**src/rtl/pipe_fetch.sv**
```systemverilog
// IF stage and IF/ID register: PC, variable-latency instruction fetch, stall and redirect handling.
// Optional FETCH_SQUASH_EN: a redirect discards the in-flight or held fetch instead of executing it.
module pipe_fetch #(
  parameter logic [31:0] RESET_PC = 32'h0000_0000,
  parameter logic [31:0] NOP_INST = 32'h0000_0000,
  parameter int          TIMEOUT  = 16
) (
  input  logic        clock,
  input  logic        reset,
  input  logic [1:0]  pcsource,
  input  logic [31:0] bpc,
  input  logic [31:0] da,
  input  logic [31:0] jpc,
  input  logic        wpcir,
  output logic        imem_req,
  output logic [31:0] imem_addr,
  input  logic        imem_ack,
  input  logic [31:0] imem_rdata,
  output logic [31:0] pc,
  output logic [31:0] dpc4,
  output logic [31:0] inst,
  output logic        dvalid,
  output logic        fetch_err
);

  // state | meaning
  // REQ   | request outstanding at pc, waiting for ack
  // HOLD  | word fetched during an ID stall, parked in hold_word
  localparam logic S_REQ  = 1'b0;
  localparam logic S_HOLD = 1'b1;
  localparam int   CW     = $clog2(TIMEOUT + 1);

  logic          state;
  logic          pend_v;
  logic [31:0]   pend_pc;
  logic [31:0]   hold_word;
  logic [CW-1:0] wait_cnt;

  logic [31:0] pc_plus4;
  logic [31:0] sel_pc;
  logic [31:0] next_pc;
  logic [31:0] fetched;
  logic        redirect;
  logic        advance;
  logic        squash;

  assign imem_req  = (state == S_REQ);
  assign imem_addr = pc;

  always_comb begin
    pc_plus4 = pc + 32'd4;
    sel_pc   = pc_plus4;
    case (pcsource)
      2'b01:   sel_pc = bpc;
      2'b10:   sel_pc = da;
      2'b11:   sel_pc = jpc;
      default: sel_pc = pc_plus4;
    endcase
    redirect = !wpcir && (pcsource != 2'b00);
    advance  = !wpcir && ((state == S_HOLD) || imem_ack);
    next_pc  = pend_v ? pend_pc : (wpcir ? pc_plus4 : sel_pc);
    fetched  = (state == S_REQ) ? imem_rdata : hold_word;
`ifdef FETCH_SQUASH_EN
    squash   = pend_v || redirect;
`else
    squash   = 1'b0;
`endif
  end

  always_ff @(posedge clock) begin
    if (reset) begin
      state     <= S_REQ;
      pc        <= RESET_PC;
      dpc4      <= 32'd0;
      inst      <= NOP_INST;
      dvalid    <= 1'b0;
      fetch_err <= 1'b0;
      pend_v    <= 1'b0;
      pend_pc   <= 32'd0;
      hold_word <= 32'd0;
      wait_cnt  <= '0;
    end else begin
      if (advance) begin
        state  <= S_REQ;
        pc     <= next_pc;
        pend_v <= 1'b0;
        if (squash) begin
          inst   <= NOP_INST;
          dvalid <= 1'b0;
        end else begin
          dpc4   <= pc_plus4;
          inst   <= fetched;
          dvalid <= 1'b1;
        end
      end else begin
        // target must survive until the delay-slot fetch completes
        if (redirect) begin
          pend_v  <= 1'b1;
          pend_pc <= sel_pc;
        end
        if (state == S_REQ) begin
          if (imem_ack) begin
            hold_word <= imem_rdata;
            state     <= S_HOLD;
          end else if (!wpcir) begin
            inst   <= NOP_INST;
            dvalid <= 1'b0;
          end
        end
      end

      if (state == S_REQ) begin
        if (imem_ack) begin
          wait_cnt <= '0;
        end else begin
          if (wait_cnt != CW'(TIMEOUT)) wait_cnt <= wait_cnt + CW'(1);
          if (wait_cnt >= CW'(TIMEOUT - 1)) fetch_err <= 1'b1;
        end
      end
    end
  end

endmodule

```
**config.mk**
```make
export PLATFORM = sky130hd
export DESIGN_NAME = pipe_fetch
export DESIGN_NICKNAME = d
export VERILOG_FILES = /design/src/rtl/pipe_fetch.sv
export SDC_FILE = /design/constraint.sdc
export NUM_CORES = 1
export LEC_CHECK = 0
export CORE_UTILIZATION = 42
export DETAILED_ROUTE_END_ITERATION = 8
export HOLD_SLACK_MARGIN = 0.02
export PLACE_DENSITY = 0.77
export SYNTH_ARGS = -nofsm -noshare
export SYNTH_HDL_FRONTEND = slang
export SYNTH_SLANG_ARGS = --single-unit
```
**constraint.sdc**
```tcl
create_clock -name clock -period 2.16 [get_ports clock]
set_clock_uncertainty 0.1 [all_clocks]
set_input_delay 0.432 -clock clock [delete_from_list [all_inputs] [get_ports clock]]
set_output_delay 0.432 -clock clock [all_outputs]
set_load 0.02 [all_outputs]
```
==> results_dict.tcl <==
set metrics [dict create \
    io_buffers 264 \
    rr_endpoint "dpc4[30]" \
    fin_crit_ps 2130 \
    synth_area_per_cell_um2 8.30 \
    numCtsBuffers 17 \
    dr.pass1.iters 5 \
    met1_length_um 11400 \
    track_usage_pct 26.2 \
    synthFlopType "dfxtp_1" \
    p_leak_nw 4.85 \
    worstHoldEndpoint "dvalid" \
    worstSetupStartpointType "flop" \
    synthArstFlopShare_pct 0 \
    rows 51 \
    rsz0062_at_grt "true" \
    routed.top_layer "met4" \
    die_h_um 143 \
    utilization_pct 63.3 \
    rrSetupSlack_ps 120 \
    wl_met3_um 1900 \
    synth_nets 1141 \
    synth-seq-area-share_pct 40.6 \
    ys.warnings.count 0 \
    end_kind "output pin" \
    ys_ff_latch 169 \
    netlist_instances 1003 \
    ant_nets 0 \
    grt_first_pass_wirelength_um 41200 \
    final-hold-violation-count 0 \
    path_clk_slew_ps 70 \
    drc 0 \
    max_cap_violations 0 \
    routedWlPerCell_um 17.2 \
    grt_max_degree 51 \
    min_from "dvalid" \
    drtIter0Drc 641 \
    cp_max_fo 6 \
    clk_latency_ps 420 \
    dpl.hpwl_um 19900 \
    h-tree-depth 4 \
    synth_cell_types 60 \
    netlist_area_um2 8320 \
    r2r_start "imem_addr[2]" \
    rr_worst_depth 6 \
    cp.arrival_ps 1600 \
    slew_viol_final 0 \
    gp_congestion 0.969 \
    path_class "reg2out" \
    grt.overflow.total 0 \
    layout-drive-gt1-share_pct 13.3 \
    cts_root_buf "clkbuf_16" \
    max_freq_mhz 469 \
    start_util_pct 42.8 \
    cts_tree "built" \
    power_density_nw_per_um2 694 \
    period_share_pct 98.7 \
    core_region_area_um2 19500 \
    grt_pass1_vias 8080 \
    ctsHoldBuffers 0 \
    worstPathRequired_ps 1630 \
    antenna_found_initial 0 \
    die_w_um 143 \
    via_count 8525 \
    vias_per_cell 5.47 \
    ir_drop_uv 473 \
    worst_slew_pin_slew_ps 603 \
    relSlewSlack_pct 59.8 \
    nets 1418 \
    hp-class "reg2reg" \
    synth_edf_count 0 \
    dieArea_um2 20400 \
    report.final.setup_viol 0 \
    drt_wl_total_um 26800 \
    cts.sinks 169 \
    status "finished, final reports clean" \
    p_total_mw 8.55 \
    routed-wl-met2_um 12500 \
    io_pins 265 \
    area_growth_pct 47.9 \
    whs_path_depth 2 \
    clockBufferDepth 2 \
]
## state kept, by name (all words and copies together), names as in the netlist, 5 cells and up
register,flops
dpc4,32
hold_word,32
imem_addr,32
inst,32
pend_pc,32
wait_cnt,5
## per-stage QoR
step	setup slack, ps	hold WS [ps]	cells	TNS [ps]	cell area, um^2
floorplan	84.4	332	1003	0	8330
global placement	-354	331	1525	-10890	11600
detailed placement	-415	335	1525	-13430	11600
CTS	5.88	346	1557	0	12300
global route	-13.4	367	1558	-22.6	12300
finish	28.1	344	1559	0	12300
## how the worst max path moves through the flow
| stage | start | depth (start not counted) | slack [ps] | end |
|---|---|---|---|---|
| floorplan | imem_addr[2] | 6 | 80 | dpc4[30] |
| global placement | wpcir | 7 | -350 | imem_addr[23] |
| detailed placement | wpcir | 7 | -420 | imem_addr[20] |
| CTS | imem_addr[5] | 2 | 6 | imem_addr[5] |
| global route | imem_addr[4] | 2 | -10 | pc[4] |
| finish | imem_addr[22] | 2 | 30 | pc[22] |
## cell usage in the layout, fill, tap and decap left out, drive strengths merged, types with 3 or more instances in the layout
cell / count
nand2b: 6
a221oi: 6
and4: 4
clkdlybuf4s50: 250
nor2: 73
dfxtp: 169
clkinv: 7
mux2i: 63
a311oi: 3
inv: 16
buf: 103
dlymetal6s2s: 10
o22ai: 15
o21ai: 61
a2bb2oi: 6
nor2b: 3
or2: 5
a31oi: 4
nand4: 7
and3: 7
o221ai: 10
or3: 4
bufinv: 4
o211ai: 15
nand2: 183
clkbuf: 19
xnor2: 14
nor3: 12
o2bb2ai: 12
a22o: 11
and2: 5
a211oi: 36
a211o: 5
xor2: 11
a21o: 15
nand3: 12
a21oi: 80
ha: 4
## final cells by class
| type | instances | area, um^2 |
|---|---|---|
| Timing Repair Buffer | 365 | 3540 |
| Sequential cell | 169 | 3400 |
| Inverter | 16 | 60.1 |
| Fill cell | 1652 | 7150 |
| Clock inverter | 13 | 195 |
| Clock buffer | 19 | 443 |
| Multi-Input combinational cell | 711 | 4340 |
| Tap cell | 265 | 332 |
| Antenna cell | 1 | 2.50 |
## repair_timing
| action | CTS | global route |
|---|---|---|
| setup buffers | 0 | 1 |
| pin swaps | 0 | 2 |
| setup endpoints to repair | 11 | 25 |
| gates resized for setup | 7 | 17 |
| endpoints found under the hold margin | 0 | 0 |
## where the power goes
group | switching (mW) | leakage [nW] | internal [mW]
clock network | 1.32 | 0.305 | 1.98
registers | 0.130 | 1.39 | 3.30
logic | 0.912 | 3.16 | 0.907
## cells in the mapped netlist (8+ instances only)
library cell | count | area [um^2]
o221ai_1 | 10 | 87.6
o2bb2ai_1 | 12 | 105
inv_1 | 15 | 56.3
nor2_1 | 73 | 274
a211oi_1 | 34 | 255
o22ai_1 | 13 | 81.3
a22o_1 | 11 | 96.3
dfxtp_1 | 169 | 3380
a21oi_1 | 80 | 400
buf_4 | 35 | 263
buf_1 | 8 | 30.0
nand3_1 | 11 | 55.1
buf_2 | 15 | 75.1
a21o_1 | 15 | 113
xor2_1 | 11 | 96.3
o211ai_1 | 15 | 113
o21ai_0 | 59 | 295
nor3_1 | 10 | 50.1
mux2i_1 | 63 | 631
xnor2_1 | 14 | 123
nand2_1 | 183 | 687
clkbuf_1 | 47 | 176
## per-layer routing
metal,global-route usage [%],up-vias
met4,13.0,0
met1,32.6,4042
met5,0,-
met3,6.34,68
met2,42.3,348
li1,-,4067
## cell families after synthesis
kind of cell / count (synthesis) / synth area share [%]
compound gates: 287 / 22.5
xor+xnor: 25 / 2.63
fa+ha+maj: 4 / 0.601
buf+inv: 123 / 7.46
flops: 169 / 40.6
mux: 67 / 8.39
simple gates: 328 / 17.8
## worst max-delay path, stage by stage, from the launching register on
cell             delay (ps)
dfxtp_2                 430
buf_4                   150
clkdlybuf4s50_1         590
(Power assumes the default switching activity.)
